### src/rtl/tictac_pkg.sv
// Shared definitions for the tic-tac-toe board controller: FSM states,
// winner codes, grid boundaries and the eight winning line masks.
package tictac_pkg;

    typedef enum logic [2:0] {
        IDLE,
        DECODE,
        COMMIT,
        CHECK,
        OVER
    } state_t;

    localparam logic [1:0] WIN_NONE = 2'b00;
    localparam logic [1:0] WIN_X    = 2'b01;
    localparam logic [1:0] WIN_O    = 2'b10;
    localparam logic [1:0] WIN_DRAW = 2'b11;

    localparam logic [11:0] COL0_END   = 12'd341;
    localparam logic [11:0] COL1_START = 12'd343;
    localparam logic [11:0] COL1_END   = 12'd683;
    localparam logic [11:0] COL2_START = 12'd685;
    localparam logic [11:0] H_MAX      = 12'd1023;
    localparam logic [11:0] ROW0_END   = 12'd257;
    localparam logic [11:0] ROW1_START = 12'd259;
    localparam logic [11:0] ROW1_END   = 12'd507;
    localparam logic [11:0] ROW2_START = 12'd509;
    localparam logic [11:0] V_MAX      = 12'd767;

    localparam logic [8:0] FULL_BOARD = 9'h1FF;

    // Bit k is square k+1, row-major: three rows, three columns, two diagonals.
    localparam logic [7:0][8:0] LINE_MASKS = {
        9'b000_000_111,
        9'b000_111_000,
        9'b111_000_000,
        9'b001_001_001,
        9'b010_010_010,
        9'b100_100_100,
        9'b100_010_001,
        9'b001_010_100
    };

    function automatic logic has_line(input logic [8:0] board);
        logic found;
        found = 1'b0;
        for (int i = 0; i < 8; i++) begin
            if ((board & LINE_MASKS[i]) == LINE_MASKS[i]) begin
                found = 1'b1;
            end
        end
        return found;
    endfunction

endpackage

### src/rtl/square_decode.sv
// Combinational map from a screen coordinate to a board square index.
// Grid-line pixels and anything beyond the board report valid=0.
module square_decode
    import tictac_pkg::*;
(
    input  logic [11:0] x,
    input  logic [11:0] y,
    output logic        valid,
    output logic [3:0]  idx
);

    logic       col_ok;
    logic       row_ok;
    logic [1:0] col;
    logic [1:0] row;

    always_comb begin
        col_ok = 1'b1;
        col    = 2'd0;
        if (x <= COL0_END) begin
            col = 2'd0;
        end else if (x >= COL1_START && x <= COL1_END) begin
            col = 2'd1;
        end else if (x >= COL2_START && x <= H_MAX) begin
            col = 2'd2;
        end else begin
            col_ok = 1'b0;
        end

        row_ok = 1'b1;
        row    = 2'd0;
        if (y <= ROW0_END) begin
            row = 2'd0;
        end else if (y >= ROW1_START && y <= ROW1_END) begin
            row = 2'd1;
        end else if (y >= ROW2_START && y <= V_MAX) begin
            row = 2'd2;
        end else begin
            row_ok = 1'b0;
        end

        valid = col_ok & row_ok;
        // 3*row + col without a multiplier
        idx   = {1'b0, row, 1'b0} + {2'b00, row} + {2'b00, col};
    end

endmodule

### src/rtl/square_select_ctl.sv
// Turns left-clicks into square claims for alternating players and flags
// the win/draw outcome; all outputs are registered on pclk.
module square_select_ctl
    import tictac_pkg::*;
(
    input  logic        pclk,
    input  logic        rst,
    input  logic [11:0] xpos,
    input  logic [11:0] ypos,
    input  logic        mouse_left,
    input  logic        new_game,
    output logic [8:0]  square_x,
    output logic [8:0]  square_o,
    output logic        turn,
    output logic        move_valid,
    output logic        move_reject,
    output logic        game_over,
    output logic [1:0]  winner
);

    state_t      state;
    state_t      next_state;
    logic        left_d;
    logic [11:0] x_q;
    logic [11:0] y_q;
    logic [8:0]  sel_q;

    logic        click;
    logic        dec_valid;
    logic [3:0]  dec_idx;
    logic [8:0]  dec_mask;
    logic        occupied;
    logic        reject;
    logic [8:0]  moved_board;
    logic        win;
    logic        full;

    logic [11:0] x_q_nxt;
    logic [11:0] y_q_nxt;
    logic [8:0]  sel_q_nxt;
    logic [8:0]  square_x_nxt;
    logic [8:0]  square_o_nxt;
    logic        turn_nxt;
    logic        move_valid_nxt;
    logic        move_reject_nxt;
    logic        game_over_nxt;
    logic [1:0]  winner_nxt;

    square_decode u_decode (
        .x     (x_q),
        .y     (y_q),
        .valid (dec_valid),
        .idx   (dec_idx)
    );

    // turn has already flipped by CHECK, so turn=1 means X just moved
    always_comb begin
        click       = mouse_left & ~left_d;
        dec_mask    = 9'b1 << dec_idx;
        occupied    = |((square_x | square_o) & dec_mask);
        reject      = ~dec_valid | occupied;
        moved_board = turn ? square_x : square_o;
        win         = has_line(moved_board);
        full        = ((square_x | square_o) == FULL_BOARD);
    end

    always_ff @(posedge pclk) begin
        if (rst || new_game) begin
            state <= IDLE;
        end else begin
            state <= next_state;
        end
    end

    always_comb begin
        next_state = state;
        case (state)
            IDLE:    if (click) next_state = DECODE;
            DECODE:  next_state = reject ? IDLE : COMMIT;
            COMMIT:  next_state = CHECK;
            CHECK:   next_state = (win || full) ? OVER : IDLE;
            OVER:    next_state = OVER;
            default: next_state = IDLE;
        endcase
    end

    always_comb begin
        x_q_nxt         = x_q;
        y_q_nxt         = y_q;
        sel_q_nxt       = sel_q;
        square_x_nxt    = square_x;
        square_o_nxt    = square_o;
        turn_nxt        = turn;
        move_valid_nxt  = 1'b0;
        move_reject_nxt = 1'b0;
        game_over_nxt   = game_over;
        winner_nxt      = winner;
        case (state)
            IDLE: begin
                if (click) begin
                    x_q_nxt = xpos;
                    y_q_nxt = ypos;
                end
            end
            DECODE: begin
                if (reject) begin
                    move_reject_nxt = 1'b1;
                end else begin
                    sel_q_nxt = dec_mask;
                end
            end
            COMMIT: begin
                if (!turn) begin
                    square_x_nxt = square_x | sel_q;
                end else begin
                    square_o_nxt = square_o | sel_q;
                end
                move_valid_nxt = 1'b1;
                turn_nxt       = ~turn;
            end
            CHECK: begin
                if (win) begin
                    winner_nxt    = turn ? WIN_X : WIN_O;
                    game_over_nxt = 1'b1;
                end else if (full) begin
                    winner_nxt    = WIN_DRAW;
                    game_over_nxt = 1'b1;
                end
            end
            default: ;
        endcase
    end

    // new_game clears everything except the button history, so a held button
    // across a new game still does not count as a fresh click
    always_ff @(posedge pclk) begin
        if (rst) begin
            left_d      <= 1'b0;
            x_q         <= '0;
            y_q         <= '0;
            sel_q       <= '0;
            square_x    <= '0;
            square_o    <= '0;
            turn        <= 1'b0;
            move_valid  <= 1'b0;
            move_reject <= 1'b0;
            game_over   <= 1'b0;
            winner      <= WIN_NONE;
        end else begin
            left_d <= mouse_left;
            if (new_game) begin
                x_q         <= '0;
                y_q         <= '0;
                sel_q       <= '0;
                square_x    <= '0;
                square_o    <= '0;
                turn        <= 1'b0;
                move_valid  <= 1'b0;
                move_reject <= 1'b0;
                game_over   <= 1'b0;
                winner      <= WIN_NONE;
            end else begin
                x_q         <= x_q_nxt;
                y_q         <= y_q_nxt;
                sel_q       <= sel_q_nxt;
                square_x    <= square_x_nxt;
                square_o    <= square_o_nxt;
                turn        <= turn_nxt;
                move_valid  <= move_valid_nxt;
                move_reject <= move_reject_nxt;
                game_over   <= game_over_nxt;
                winner      <= winner_nxt;
            end
        end
    end

endmodule

### config.mk
export PLATFORM = sky130hd
export DESIGN_NAME = square_select_ctl
export DESIGN_NICKNAME = d
export VERILOG_FILES = /design/src/rtl/tictac_pkg.sv /design/src/rtl/square_decode.sv /design/src/rtl/square_select_ctl.sv
export SDC_FILE = /design/constraint.sdc
export NUM_CORES = 1
export LEC_CHECK = 0
export CORE_ASPECT_RATIO = 2
export CORE_UTILIZATION = 56
export DETAILED_ROUTE_END_ITERATION = 10
export PLACE_DENSITY_LB_ADDON = 0.05
export SLEW_MARGIN = 15
export SYNTH_ARGS = -nofsm -noshare
export SYNTH_HDL_FRONTEND = slang
export SYNTH_HIERARCHICAL = 1
export SYNTH_SLANG_ARGS = --single-unit
### constraint.sdc
create_clock -name pclk -period 7.6 [get_ports pclk]
set_input_delay 0.76 -clock pclk [delete_from_list [all_inputs] [get_ports pclk]]
set_output_delay 0.76 -clock pclk [all_outputs]
set_load 0.005 [all_outputs]
==> qor.csv, run 1 <==
metric;value;unit
Crit path max-delay family;adder cells;
Die Wd;51.6;um
Core ar.;0.00469;mm2
nets;420;
WP data arrival;4.43;ns
via count;2595;
FMAX;240;MHz
first-pass GRT wire length;11100;um
Clock Sinks;61;
DRT iter0 DRCs;60;
initial antenna violation count;0;
clk_lat worst skew;0.34;ns
Fin Clk Skew;0.00787;ns
Syn Area/Cell;8.09;um2
Avg WL per Cell;15.5;um
die span in y;101;um
design area;0.00344;mm2
crit path launch type;flop;
fillers;370;
FF+latch area;0.00122;mm2
MaxCap Viol Count;0;
Post-DP HPWL;4910;um
final hold vios;0;
largest net degree at the start of global routing;50;
total number of H-tree levels;3;
synth warn;6;
WP buf/inv;0;
static leakage;1.22;nW
RSZ-0062 raised after global routing;false;
period utilization;54.9;%
final hold slack;0.451;ns
setup violators final;0;
Post-Syn Area;0.00276;mm2
count leader, synth;nand2_1;
CP max-delay cell;fa_1;
Commonest cells post-synth;nand2_1, dfxtp_1, a21oi_1;
CP Max Fanout;9;
Yosys top cell area share;44.3;%
TNS Setup;0;ns
Vias/cell;5.81;
DR pass1 iterations;4;
total design power;0.650;mW
buffers added on ports;51;
clock buffer depth;2;
CTS tree;yes;
Multi-input gate area;0.00143;mm2
vias in the first global route;2446;
power density over the cells;189;mW/mm2
P&R area growth vs syn;24.9;%
Synth area leaders;dfxtp_1, a21oi_1, nand2_1;
worst path cell trace;a21oi_1, nor2b_1, o41ai_1, nor2_1, fa_1, ha_1, fa_1, nor2_1, and2_0, a222oi_1, nand4_1, mux2i_1;
Final Max Tran Viols;0;
Initial Utilization;58.9;%
R2R Setup Slk;3.43;ns
post-route core utilization;73.5;%
post-route minimum period;4.17;ns
GPL Wtd Cong;0.961;
placed inst area;0.00326;mm2
TritonCTS buffer count;9;
Residual DRC;0;
Final ANT Viol Nets;0;
type of the worst setup path;reg2reg;
row count;35;
post-synth top area cell;dfxtp_1;
Hold-fix buffers, CTS;0;
VDD IR max;151;uV
Overflow after GRT;0;
layout cells sized above 1;6.89;%
Top FF cell, synth;dfxtp_1;
count of state elements after synthesis;61;
WL final;6920;um
sequential share of the synthesized area;44.3;%
Hold Path Class;reg2reg;
Setup Buffers After CTS;0;
die area;0.00523;mm2
Post-synth ARST share;0;%
Global Route Usage Sum;28.6;%
Top Ports;52;
Slew @ Worst Pin;1.13;ns
post_cts resized;0;
Syn Inst Count;341;
Setup crit end kind;flop;
Critical Path Max Stage Delay;0.60;ns
Distinct cells, synth;49;
Worst Path Required;7.85;ns
Diodes inserted;0;
post-synth net total;373;
clock-pin slew on the worst setup and hold paths;0.07;ns
outcome;complete, no violations;
Post-synth EDFFs;0;
clk root buf;clkbuf_8;
Max-slew headroom;24.3;%
==> per-stage QoR <==
stage               worst slack (ns)  cells
finish                          3.43    447
detailed placement              3.49    432
CTS                             3.46    447
global placement                3.64    432
floorplan                       4.21    341
global route                    3.14    447
==> state kept, by name (all words and copies together) (netlist names) <==
name         count
move_reject      1
x_q             12
winner           2
sel_q            9
y_q             12
state            3
square_o         9
left_d           1
game_over        1
move_valid       1
turn             1
square_x         9
==> worst reg2reg max path, stage by stage, from the launching register on <==
cell	delay (ns)
dfxtp_1	0.35
a21oi_1	0.17
nor2b_1	0.07
o41ai_1	0.36
nor2_1	0.14
fa_1	0.48
ha_1	0.22
fa_1	0.60
nor2_1	0.13
and2_0	0.17
a222oi_1	0.43
nand4_1	0.60
mux2i_1	0.36
==> area by class of cell <==
| cell class | instances | share of cell area [%] |
|---|---|---|
| inverters | 7 | 0.763 |
| repair buffers | 52 | 15.0 |
| clock buffers | 11 | 3.81 |
| well taps | 55 | 2.00 |
| flip-flops and latches | 61 | 35.5 |
| multi-input cells | 257 | 41.5 |
| clock inverters | 4 | 1.45 |
==> placed cells by master, fill, tap and decap left out, drive strengths merged, types with 2 or more instances in the layout <==
master	n
dfxtp	61
ha	2
a21oi	53
or4	3
nor4	4
nand4	4
clkdlybuf4s50	51
and3	2
and2	2
o211ai	2
mux2i	9
o32ai	2
nand2	68
nor3	5
clkbuf	11
clkinvlp	2
nand2b	5
inv	7
a22oi	8
fa	2
nor2	41
nor2b	6
o22ai	4
nand4b	2
o21ai	11
nor3b	3
nand3	7
==> per-layer routing <==
| layer | vias to the layer above | GRT usage [%] | wire length, um |
|---|---|---|---|
| met4 | 0 | 16.8 | 259 |
| met3 | 21 | 6.46 | 283 |
| met5 | - | 0 | 0 |
| met1 | 1207 | 27.9 | 2630 |
| li1 | 1281 | - | - |
| met2 | 86 | 52.3 | 3740 |
==> path summary, 6_finish.rpt <==
| check | depth (start not counted) | to | from |
|---|---|---|---|
| max | 12 | sel_q[1] | x_q[5] |
| min | 2 | game_over | game_over |
| min reg2reg | 2 | game_over | game_over |
| max reg2reg | 12 | sel_q[1] | x_q[5] |
==> power breakdown <==
| group | internal (mW) | leakage [nW] | switching [mW] | total [mW] |
|---|---|---|---|---|
| Clock | 0.149 | 0.0854 | 0.121 | 0.270 |
| Combinational | 0.0240 | 0.640 | 0.0268 | 0.0508 |
| Sequential | 0.324 | 0.493 | 0.00440 | 0.329 |
| Total | 0.497 | 1.22 | 0.153 | 0.650 |
==> cell families (layout without fill, tap and decap cells) <==
family	Yosys count	in the layout	synth area share [%]
compound gates	89	89	19.2
xor+xnor	1	1	0.318
fa+ha+maj	4	4	2.36
buf+inv	23	74	4.13
flops	61	61	44.3
mux	9	9	3.27
simple gates	154	154	26.5
(Power assumes the default switching activity.)
==> inputs of run 2 (changes only) <==
--- a/config.mk
+++ b/config.mk
@@ -6,7 +6,7 @@
 export NUM_CORES = 1
 export LEC_CHECK = 0
 export CORE_ASPECT_RATIO = 2
-export CORE_UTILIZATION = 56
+export CORE_UTILIZATION = 52
 export DETAILED_ROUTE_END_ITERATION = 10
 export PLACE_DENSITY_LB_ADDON = 0.05
 export SLEW_MARGIN = 15
==> constraint.sdc (replaced) <==
create_clock -name pclk -period 4 [get_ports pclk]
set_input_delay 0.4 -clock pclk [delete_from_list [all_inputs] [get_ports pclk]]
set_output_delay 0.4 -clock pclk [all_outputs]
set_load 0.005 [all_outputs]
==> qor.csv, run 2 (synthesized netlist as in run 1, its figures left out) <==
metric;value;unit;change
outcome;complete, no violations;;unchanged
TNS Setup;0;ns;unchanged
Overflow after GRT;0;;unchanged
Worst Path Required;4.21;ns;was 7.85 ns
clock-pin slew on the worst setup and hold paths;0.07;ns;about the same
CP Max Fanout;9;;unchanged
WP data arrival;3.90;ns;was 4.43 ns
post-route minimum period;3.68;ns;was 4.17 ns
initial antenna violation count;0;;unchanged
GPL Wtd Cong;0.839;;was 0.961
Crit path max-delay family;adder cells;;unchanged
die area;0.00562;mm2;was 0.00523 mm2
power density over the cells;366;mW/mm2;was 189 mW/mm2
type of the worst setup path;reg2reg;;unchanged
Final Max Tran Viols;0;;unchanged
RSZ-0062 raised after global routing;false;;unchanged
commonest non-fill, non-tap cell in the layout;nand2_1;;unchanged
Slew @ Worst Pin;1.09;ns;was 1.13 ns
commonest non-fill, non-tap cells in the layout;nand2_1, dfxtp_1, a21oi_1;;unchanged
crit path launch type;flop;;unchanged
WL final;7110;um;was 6920 um
Initial Utilization;53.7;%;was 58.9%
static leakage;1.24;nW;was 1.22 nW
DR pass1 iterations;4;;unchanged
met3 Track Usage GR;6.11;%;was 6.46%
worst path cell trace;a21oi_1, nor2b_1, o41ai_1, nor2_1, fa_1, ha_1, fa_1, nor2_1, and2_0, a222oi_1, nand4_1, buf_4, mux2i_1;;was a21oi_1, nor2b_1, o41ai_1, nor2_1, fa_1, ha_1, fa_1, nor2_1, and2_0, a222oi_1, nand4_1, mux2i_1
Hold Path Class;reg2reg;;unchanged
die span in y;105;um;was 101 um
P&R area growth vs syn;26.0;%;was 24.9%
Worst Hold Path EP;game_over;;unchanged
Vias/cell;5.73;;was 5.81
final hold slack;0.447;ns;was 0.451 ns
Final ANT Viol Nets;0;;unchanged
FF+latch area;0.00122;mm2;unchanged
Setup WS pre-CTS;0.310;ns;was 3.49 ns
reg2reg end;sel_q[2];;was sel_q[1]
R2R Path Start;x_q[5];;unchanged
Diodes inserted;0;;unchanged
VDD IR max;398;uV;was 151 uV
Setup crit end kind;flop;;unchanged
buffers added on ports;51;;unchanged
CTS tree;yes;;unchanged
Avg WL per Cell;15.8;um;was 15.5 um
largest net degree at the start of global routing;50;;unchanged
Core ar.;0.00514;mm2;was 0.00469 mm2
setup violators final;0;;unchanged
setup ws final;0.316;ns;was 3.43 ns
Global Route Usage Sum;27.7;%;was 28.6%
GR Layer Usage met1;26.6;%;was 27.9%
Worst Hold Launch;game_over;;unchanged
Top Ports;52;;unchanged
gr busiest metal;met2;;unchanged
final hold vios;0;;unchanged
vias in the first global route;2494;;was 2446
FMAX;271;MHz;was 240 MHz
R2R cell count;13;;was 12
nets;421;;was 420
via count;2583;;was 2595
DRT iter0 DRCs;79;;was 60
Multi-input gate area;0.00143;mm2;unchanged
layout cells sized above 1;7.63;%;was 6.89%
R2R Setup Slk;0.32;ns;was 3.43 ns
fillers;463;;was 370
Clock Sinks;61;;unchanged
Critical Path Max Stage Delay;0.61;ns;was 0.60 ns
Worst Hold Depth;2;;unchanged
period utilization;92.1;%;was 54.9%
clk root buf;clkbuf_8;;unchanged
Die Wd;53.5;um;was 51.6 um
met2 usage;50.3;%;was 52.3%
Post-DP HPWL;5050;um;was 4910 um
clk_lat worst skew;0.34;ns;about the same
WP buf/inv;1;;was 0
top flop regs;x_q x12, y_q x12;;unchanged
MaxCap Viol Count;0;;unchanged
Max-slew headroom;26.8;%;was 24.3%
clock buffer depth;2;;unchanged
TritonCTS buffer count;9;;unchanged
total number of H-tree levels;3;;unchanged
Fin Clk Skew;0.0106;ns;was 0.00787 ns
row count;37;;was 35
Hold-fix buffers, CTS;0;;unchanged
first-pass GRT wire length;11300;um;was 11100 um
CP max-delay cell;fa_1;;unchanged
Residual DRC;0;;unchanged
-- run 2: changes by cell type in the layout (fill, tap and decap cells not counted), sizes merged --
cell / before / now
buf: 1 / 2
clkinvlp: 2 / 1
clkinv: 1 / 2
-- run 2: cell type report --
class	instances	area share [%]
Clock buffer	11	4.36
Clock inverter	4	1.37
Inverter	7	0.756
Multi-Input combinational cell	257	41.1
Sequential cell	61	35.2
Tap cell	58	2.09
Timing Repair Buffer	53	15.1
-- run 2: worst max-delay path by stage --
stage,startpoint,end,slack (ns),cells after the start
3_5_place_dp,x_q[5],sel_q[4],0.31,13
3_3_place_gp,x_q[5],sel_q[5],0.43,13
6_report,x_q[5],sel_q[2],0.32,13
2_1_floorplan,y_q[3],sel_q[0],0.61,13
4_1_cts,x_q[5],sel_q[6],0.26,13
5_1_grt,y_q[3],sel_q[6],0.02,13
-- run 2: where the power goes --
group	leakage, nW	internal, mW	switching, mW
Clock	0.101	0.316	0.234
Sequential	0.493	0.616	0.00865
Combinational	0.644	0.0459	0.0513
-- run 2: repair_timing --
action                     4_1_cts  5_1_grt
setup endpoints to repair        0        1
buffers inserted                 0        0
gates resized for setup          0        0
-- run 2: routing by layer --
layer | vias to the layer above | routed length, um
met5 | - | 0
met4 | 0 | 265
met3 | 15 | 246
met2 | 72 | 3910
met1 | 1217 | 2690
li1 | 1279 | -
-- run 2: stage by stage --
step                util, %  power, mW  area [um2]  instances
floorplan                 -      0.694        2760        341
global placement       63.7      0.734        3270        436
detailed placement     63.7      0.735        3270        436
CTS                    67.6       1.28        3470        451
global route           67.6       1.32        3470        451
finish                 67.6       1.27        3470        451
-- run 2: worst min-delay path, stage by stage, from the launching register on --
cell,delay [ns]
dfxtp_1,0.31
inv_1,0.05
a21oi_1,0.05
